<file path="config.mk">
export PLATFORM = sky130hd
export DESIGN_NAME = seq_multiplier_param
export DESIGN_NICKNAME = d
export VERILOG_FILES = /design/src/rtl/mul_pkg.sv /design/src/rtl/mul_abs.sv /design/src/rtl/seq_multiplier_param.sv
export SDC_FILE = /design/constraint.sdc
export NUM_CORES = 1
export LEC_CHECK = 0
export ABC_AREA = 1
export BUFFER_PORTS_ARGS = -buffer_cell sky130_fd_sc_hd__buf_2
export CAP_MARGIN = 0
export CORE_UTILIZATION = 40
export DETAILED_ROUTE_END_ITERATION = 16
export HOLD_SLACK_MARGIN = 0.1
export SLEW_MARGIN = 10
export SYNTH_ARGS = -nofsm -noshare
export SYNTH_HDL_FRONTEND = slang
export SYNTH_HIERARCHICAL = 1
export SYNTH_SLANG_ARGS = --single-unit
</file>
<file path="constraint.sdc">
create_clock -name clk -period 6.7 [get_ports clk]
set_clock_uncertainty 0.2 [all_clocks]
set_input_delay 1.34 -clock clk [delete_from_list [all_inputs] [get_ports clk]]
set_output_delay 1.34 -clock clk [all_outputs]
set_load 0.1 [all_outputs]
</file>
<file path="src/rtl/mul_pkg.sv">
// Shared definitions for the sequential multiplier.
//   MUL_UU / MUL_SS / MUL_SU : operand signedness modes (2'b11 behaves as MUL_UU)
//   mul_state_e              : controller states IDLE -> RUN -> FIX
package mul_pkg;

  localparam logic [1:0] MUL_UU = 2'b00;
  localparam logic [1:0] MUL_SS = 2'b01;
  localparam logic [1:0] MUL_SU = 2'b10;

  typedef enum logic [1:0] {
    IDLE = 2'd0,
    RUN  = 2'd1,
    FIX  = 2'd2
  } mul_state_e;

endpackage

</file>
<file path="src/rtl/mul_abs.sv">
// Combinational two's-complement magnitude.
//   val       : operand
//   is_signed : operand is to be interpreted as signed
//   magnitude : |val| when signed and negative, else val unchanged
// The most-negative value maps to 2^(WIDTH-1), which still fits unsigned.
module mul_abs #(
  parameter int WIDTH = 32
) (
  input  logic [WIDTH-1:0] val,
  input  logic             is_signed,
  output logic [WIDTH-1:0] magnitude
);

  always_comb begin
    magnitude = val;
    if (is_signed && val[WIDTH-1]) begin
      magnitude = ~val + 1'b1;
    end
  end

endmodule

</file>
<file path="src/rtl/seq_multiplier_param.sv">
// Iterative shift-add multiplier, one multiplier bit per cycle.
//   clk, rst   : clock, synchronous active-high reset
//   start      : request, accepted only while busy is low
//   mode       : 00 unsigned, 01 signed x signed, 10 signed a x unsigned b, 11 as 00
//   a, b       : operands, sampled only on accept
//   busy       : operation in flight (low again in the done cycle)
//   done       : one-cycle pulse, res valid
//   res        : 2*WIDTH product, held until the next done
// Operands are reduced to magnitudes on accept, multiplied unsigned, and the
// sign is reapplied in FIX. Latency is WIDTH+1 edges from accept to done.
module seq_multiplier_param
  import mul_pkg::*;
#(
  parameter int WIDTH = 32
) (
  input  logic               clk,
  input  logic               rst,
  input  logic               start,
  input  logic [1:0]         mode,
  input  logic [WIDTH-1:0]   a,
  input  logic [WIDTH-1:0]   b,
  output logic               busy,
  output logic               done,
  output logic [2*WIDTH-1:0] res
);

  localparam int CNT_W = $clog2(WIDTH + 1);

  mul_state_e         state_q;
  logic [CNT_W-1:0]   cnt_q;
  logic [WIDTH-1:0]   mcand_q;
  logic [2*WIDTH-1:0] acc_q;
  logic               neg_q;
  logic               busy_q;
  logic               done_q;
  logic [2*WIDTH-1:0] res_q;

  logic               a_signed;
  logic               b_signed;
  logic [WIDTH-1:0]   mag_a;
  logic [WIDTH-1:0]   mag_b;
  logic [WIDTH-1:0]   addend_d;
  logic [WIDTH:0]     sum_d;
  logic [2*WIDTH-1:0] acc_d;
  logic [2*WIDTH-1:0] res_d;

  assign a_signed = (mode == MUL_SS) || (mode == MUL_SU);
  assign b_signed = (mode == MUL_SS);

  mul_abs #(.WIDTH(WIDTH)) u_abs_a (
    .val       (a),
    .is_signed (a_signed),
    .magnitude (mag_a)
  );

  mul_abs #(.WIDTH(WIDTH)) u_abs_b (
    .val       (b),
    .is_signed (b_signed),
    .magnitude (mag_b)
  );

  // The W+1-bit partial sum keeps its carry, which becomes the new MSB
  // once the accumulator shifts right.
  always_comb begin
    addend_d = '0;
    if (acc_q[0]) begin
      addend_d = mcand_q;
    end
    sum_d = {1'b0, acc_q[2*WIDTH-1:WIDTH]} + {1'b0, addend_d};
    acc_d = {sum_d, acc_q[WIDTH-1:1]};
    res_d = neg_q ? (~acc_q + 1'b1) : acc_q;
  end

  always_ff @(posedge clk) begin
    if (rst) begin
      state_q <= IDLE;
      cnt_q   <= '0;
      mcand_q <= '0;
      acc_q   <= '0;
      neg_q   <= 1'b0;
      busy_q  <= 1'b0;
      done_q  <= 1'b0;
      res_q   <= '0;
    end else begin
      done_q <= 1'b0;
      case (state_q)
        IDLE: begin
          if (start && !busy_q) begin
            neg_q   <= (a_signed & a[WIDTH-1]) ^ (b_signed & b[WIDTH-1]);
            mcand_q <= mag_a;
            acc_q   <= {{WIDTH{1'b0}}, mag_b};
            cnt_q   <= '0;
            busy_q  <= 1'b1;
            state_q <= RUN;
          end
        end
        RUN: begin
          acc_q <= acc_d;
          cnt_q <= cnt_q + 1'b1;
          if (cnt_q == CNT_W'(WIDTH - 1)) begin
            state_q <= FIX;
          end
        end
        FIX: begin
          res_q   <= res_d;
          done_q  <= 1'b1;
          busy_q  <= 1'b0;
          state_q <= IDLE;
        end
        default: begin
          state_q <= IDLE;
        end
      endcase
    end
  end

  assign busy = busy_q;
  assign done = done_q;
  assign res  = res_q;

endmodule
</file>
==> impl_metrics.tcl, run 1 <==
set metrics [dict create \
    coreArea_sq_um 31800 \
    p_seq_share_pct 40.1 \
    combPwrFrac_pct 23.9 \
    cts_tree "built" \
    p_per_area_nw_per_um2 198 \
    p_sw_uw 1050 \
    max-slew-margin-rel_pct 26.3 \
    grt_pass1_wl_um 67900 \
    hold_start "cnt_q[5]" \
    cts_setup_buffers 0 \
    root_buffer "clkbuf_16" \
    area_growth_pct 11.4 \
    fmax_ghz 0.304 \
    ys.flop_type "dfxtp_1" \
    cts-resized-gates 0 \
    status "finished, final reports clean" \
    ioPinCount 135 \
    synthDistinctLibCells 53 \
    seq_area_frac_synth_pct 26.3 \
    reg2reg_depth 14 \
    hp-class "reg2reg" \
    tightest_slew_ns 1.10 \
    arrival_ns 3.43 \
    synth_edf_count 0 \
    synth-simple-area-share_pct 42.7 \
    cap_violations 0 \
    grt_max_degree 78 \
    rsz0062_at_grt "no" \
    cts_hold_buf 0 \
    design_area_sq_um 14500 \
    netlist_top_cells_area "dfxtp_1 (26%), nand2_1 (19%), nor2_1 (13%)" \
    path_max_fanout 33 \
    fin_setup_tns_ns 0 \
    synth.top_cell.area_share_pct 26.3 \
    peakVddDrop_v 0.000172 \
    insertedDiodeCount 0 \
    placed_area_sq_um 13900 \
    synth_largest_area_cell "dfxtp_1" \
    hold_violations 0 \
    synthMuxAreaShare_pct 0 \
    cts.path.max_buffers 2 \
    via_per_inst 5.06 \
    pwr-share-clk_pct 36.0 \
    overflow 0 \
    die_area_sq_um 33300 \
    die_height_um 182 \
    worstSkewPairLatency_ns 0.45 \
    placementRows 65 \
    start_util_pct 41.0 \
    worstSetupPathType "reg2reg" \
    port_buffers 134 \
    vias 14100 \
    wl_per_cell_um 15.5 \
    end_kind "flop" \
    p_leak_uw 0.00771 \
    drc 0 \
    final_antenna_net_count 0 \
    htreeDepth 4 \
    drt-initial-drc-count 982 \
    first_global_vias 12600 \
    yosysWarnings 6 \
    synth_adder_area_share_pct 3.71 \
    drive_gt1_share_pct 9.74 \
    synth_xor_area_share_pct 3.36 \
    clk_pin_slew_ns 0.08 \
    regToRegSetupSlack_ns 3.41 \
    gp_congestion 0.976 \
    ys_seq_elements 171 \
    synth_area_sq_um 13000 \
    r2r_end "acc_q[59]" \
    detail_route.wirelength_um 43100 \
    swShare_pct 36.7 \
    grt.total_usage_pct 25.9 \
    syn_nets 2359 \
    antenna_found_initial 0 \
    layout.nets 2445 \
    synth-compound-area-share_pct 12.8 \
    required_ns 6.84 \
    p_int_uw 1810 \
    holdPathEnd "cnt_q[5]" \
    synthArstFlopShare_pct 0 \
    period_minus_slack_ns 3.29 \
    setup_viol_count_final 0 \
    synth_cells 2252 \
    place_hpwl_um 34000 \
    dr.pass1.iters 6 \
    die_w_um 182 \
    reg2reg_from "acc_q[0]" \
    post-route-period-util_pct 49.1 \
    cts_buffers 17 \
    synth_top_family_by_area "simple AND/OR/NAND/NOR gates" \
    holdPathStages 1 \
    finalMaxSlewViolations 0 \
    syn_avg_cell_area_sq_um 5.78 \
    cts.sinks 171 \
    startpoint_type "flop" \
]
[synth_stat cells (4+ instances only)]
cell type	count
buf_6	5
o221ai_1	36
inv_1	283
a21oi_1	87
buf_4	4
nor2_2	5
ha_1	37
xnor2_1	11
nor2_4	10
o21ai_1	14
clkbuf_1	31
nand3_1	138
dfxtp_1	171
nand2_1	669
buf_2	28
o21ai_0	114
nor2_1	455
or2_2	5
nor3_1	13
o211ai_1	4
nand2_4	4
o21bai_1	6
nand4_1	20
inv_2	7
nand2_2	8
xor2_1	39
[final cells by class]
class                      instances  area (sq um)
tap                              435           544
clock inverter                    15           171
fill                            3539         17300
sequential                       171          3420
clock buffer                      17           425
inverter                         291          1090
timing repair buffer             139           708
multi-input combinational       1718          8140
[registers in the layout (all words and copies together), names as in the netlist]
signal / cells
acc_q: 64
res: 64
done: 1
neg_q: 1
cnt_q: 6
state_q: 2
busy: 1
mcand_q: 32
[cell families (layout without fill, tap and decap cells)]
group,Yosys count,in the layout
flip-flops,171,171
adder cells (fa/ha/maj),38,38
AND/OR/NAND/NOR,1347,1347
XOR/XNOR,50,50
AO/OA/AOI/OAI,283,283
buffers and inverters,363,462
[layout by cell type (no fill, tap or decap), types with 6 or more instances in the layout]
cell type  instances
nand2_1          669
nor2_1           455
inv_1            281
dfxtp_1          170
nand3_1          138
buf_2            134
o21ai_0          114
a21oi_1           87
xor2_1            39
ha_1              37
o221ai_1          36
nand4_1           20
clkbuf_16         17
o21ai_1           14
nor3_1            13
xnor2_1           11
nor2_4            10
inv_2              9
nand2_2            8
o21bai_1           6
[power groups by stage]
| stage | Clock (uW) | Sequential [uW] | Combinational [uW] |
|---|---|---|---|
| finish | 1030 | 1150 | 686 |
| global route | 1080 | 1150 | 771 |
| CTS | 1050 | 1140 | 680 |
| detailed placement | 0 | 1170 | 676 |
| global placement | 0 | 1170 | 672 |
| floorplan | 0 | 1130 | 516 |
[layer usage]
metal  part of all wire (%)  GRT usage [%]  vias to the layer above
met3                    5.8           2.57                       47
met4                    2.0           7.29                        0
li1                       -              -                     7273
met2                     41           39.1                      455
met5                      0              0                        -
met1                     51           38.6                     6318
[worst max-delay path by stage]
stage	depth (start not counted)	end	start	slack [ns]
floorplan	13	mcand_q[27]	mode[1]	3.83
global placement	8	acc_q[47]	start	3.14
detailed placement	8	acc_q[54]	start	3.10
CTS	17	acc_q[61]	acc_q[0]	3.40
global route	17	acc_q[61]	acc_q[0]	2.98
finish	14	acc_q[59]	acc_q[0]	3.41
[worst max-delay path: stages (launching register included)]
cell and delay [ns]:
dfxtp_1 1.05, nand2_1 0.36, fa_1 0.51, inv_1 0.09, nand3_1 0.06, nand3_1 0.17, nand2_1 0.07, nand2_1 0.15
nand2_1 0.07, nand2_1 0.12, nand2_1 0.09, nand2_1 0.07, nand2_1 0.05, nand3_1 0.07, nand2_1 0.05
[through the flow]
| step | instances | setup WS (ns) | utilization (%) | total power, uW | hold slack [ns] |
|---|---|---|---|---|---|
| floorplan | 2252 | 3.83 | - | 1650 | 0.227 |
| global placement | 2754 | 3.14 | 43.8 | 1840 | 0.241 |
| detailed placement | 2754 | 3.10 | 43.8 | 1840 | 0.251 |
| CTS | 2786 | 3.40 | 45.6 | 2870 | 0.267 |
| global route | 2786 | 2.98 | 45.6 | 3010 | 0.292 |
| finish | 2786 | 3.41 | 45.6 | 2870 | 0.271 |
Power figures use the tool's default switching activity.
==> run 2, diff against run 1 <==
==> constraint.sdc (replaced) <==
create_clock -name clk -period 2.75 [get_ports clk]
set_clock_uncertainty 0.2 [all_clocks]
set_input_delay 0.55 -clock clk [delete_from_list [all_inputs] [get_ports clk]]
set_output_delay 0.55 -clock clk [all_outputs]
set_load 0.1 [all_outputs]
==> run 2 against run 1 <==
Compared with the run above:
- clock power grew to 2.6 times the previous value
- sequential power grew 140%
- non-clock buffer count grew 22
- power grew to 2.5 times the previous value
- largest power group unchanged
- clock-buffer cell count is the same
- core utilization grew 0.94 points
- via count is essentially flat
==> impl_metrics.tcl, run 2 (synthesized netlist as in run 1, its figures left out) <==
set metrics [dict create \
    first_global_vias 12900 \
    place_inst 2776 \
    cp_slowest_cell "ha_1" \
    final_util_pct 46.6 \
    drive_gt1_share_pct 10.7 \
    fin_setup_tns_ns 0 \
    required_ns 2.90 \
    cts.sinks 171 \
    coreArea_sq_um 31800 \
    cts.path.max_buffers 2 \
    cts_setup_buffers 0 \
    drc 0 \
    holdPathStages 3 \
    p_leak_uw 0.00786 \
    finalMaxSlewViolations 0 \
    seqCellArea_sq_um 3430 \
    die_w_um 182 \
    grt_pass1_wl_um 70100 \
    arrival_ns 2.61 \
    path_max_fanout 29 \
    reg2reg_from "acc_q[0]" \
    placementRows 65 \
    die_area_sq_um 33300 \
    ioPinCount 135 \
    detail_route.wirelength_um 44400 \
    peakVddDrop_v 0.000447 \
    cap_violations 0 \
    layout.cells.most_common_list "nand2_1 (669), nor2_1 (454), inv_1 (281), dfxtp_1 (169), nand3_1 (138)" \
    port_buffers 134 \
    layout_commonest_cell "nand2_1" \
    status "finished, final reports clean" \
    root_buffer "clkbuf_16" \
    drt-initial-drc-count 1094 \
    period_minus_slack_ns 2.46 \
    htreeDepth 4 \
    startpoint_type "flop" \
    via_per_inst 5.02 \
    start_util_pct 41.0 \
    vias 14100 \
    clk_pin_slew_ns 0.09 \
    cpPeakStageDelay_ns 0.39 \
    multi_input_area_sq_um 8150 \
    worstPathCellList "buf_12 > nand2_1 > inv_1 > ha_1 > nand2_1 > nor2_2 > inv_1 > nor3_1 > nand3_1 > nand2_1 > nand2_1 > nand3_1 > nand2_1" \
    hp-class "in2reg" \
    holdPathEnd "mcand_q[0]" \
    n_fill_cell 3486 \
    antenna_found_initial 0 \
    area_growth_pct 13.7 \
    overflow 0 \
    worstSkewPairLatency_ns 0.46 \
    dr.pass1.iters 6 \
    hold_start "a[0]" \
    r2r_end "acc_q[60]" \
    path_buf_inv 3 \
    setup_viol_count_final 0 \
    gp_congestion 0.964 \
    final_antenna_net_count 0 \
    fmax_ghz 0.406 \
    cts_hold_buf 0 \
    cts_tree "built" \
    rsz0062_at_grt "no" \
    max-slew-margin-rel_pct 65.2 \
    insertedDiodeCount 0 \
    regToRegSetupSlack_ns 0.29 \
    layout.nets 2467 \
    cts_buffers 17 \
    critPathTopFamily "simple AND/OR/NAND/NOR gates" \
    place_hpwl_um 35600 \
    crit_top_cell "nand2_1" \
    hold_violations 0 \
    die_height_um 182 \
    p_per_area_nw_per_um2 488 \
    end_kind "flop" \
    stdcell_count 2808 \
    worstSetupPathType "reg2reg" \
    tightest_slew_ns 0.518 \
    wl_per_cell_um 15.8 \
    post-route-period-util_pct 89.5 \
    grt_max_degree 68 \
    reg2reg_depth 13 \
    grt.total_usage_pct 26.9 \
    cts-resized-gates 0 \
]
==> run 2: cell count changes in the layout (fill, tap and decap cells not counted), moves of 4 or more <==
cell	before	now
inv_12	0	6
clkinv_8	2	6
buf_12	0	5
inv_6	5	0
buf_4	5	22
==> run 2: power breakdown <==
part	internal (uW)	switching, uW
logic	556	1190
clock network	1300	1400
registers	2600	180
total	4460	2770
==> run 2: how the worst max path moves through the flow <==
stage                   from   endpoint  slack [ns]  cells after the start
CTS                 acc_q[0]  acc_q[60]        0.23                     13
global placement    acc_q[0]  acc_q[60]        0.23                     13
finish              acc_q[0]  acc_q[60]        0.29                     13
global route        acc_q[0]  acc_q[61]        0.04                     17
detailed placement  acc_q[0]  acc_q[60]        0.25                     13
floorplan           acc_q[0]  acc_q[59]        0.26                     19
==> run 2: per-layer routing <==
| metal | vias to the layer above | global-route usage, % | share of wire [%] |
|---|---|---|---|
| li1 | 7324 | - | - |
| met1 | 6313 | 40.2 | 51 |
| met2 | 418 | 40.4 | 41 |
| met3 | 50 | 3.17 | 5.5 |
| met4 | 0 | 7.06 | 1.9 |
| met5 | - | 0 | 0 |
==> run 2: layout make-up <==
type | instances | area share, %
sequential | 171 | 23.1
clock inverter | 15 | 1.61
multi-input combinational | 1718 | 55.0
tap | 435 | 3.68
timing repair buffer | 161 | 6.32
inverter | 291 | 7.38
clock buffer | 17 | 2.87
==> run 2: tightest hold or removal path, cell delays in order <==
cell and delay, ns:
buf_2 0.09, nor2_1 0.07, nor2_1 0.10
==> run 2: through the flow <==
step	instance area, sq um	setup slack [ns]	hold WS [ns]	total power [uW]
5_1_grt	14800	0.0372	0.180	7600
6_report	14800	0.289	0.189	7230
2_1_floorplan	13000	0.262	0.227	4020
4_1_cts	14800	0.233	0.172	7250
3_3_place_gp	14100	0.230	0.245	4550
3_5_place_dp	14100	0.251	0.248	4560
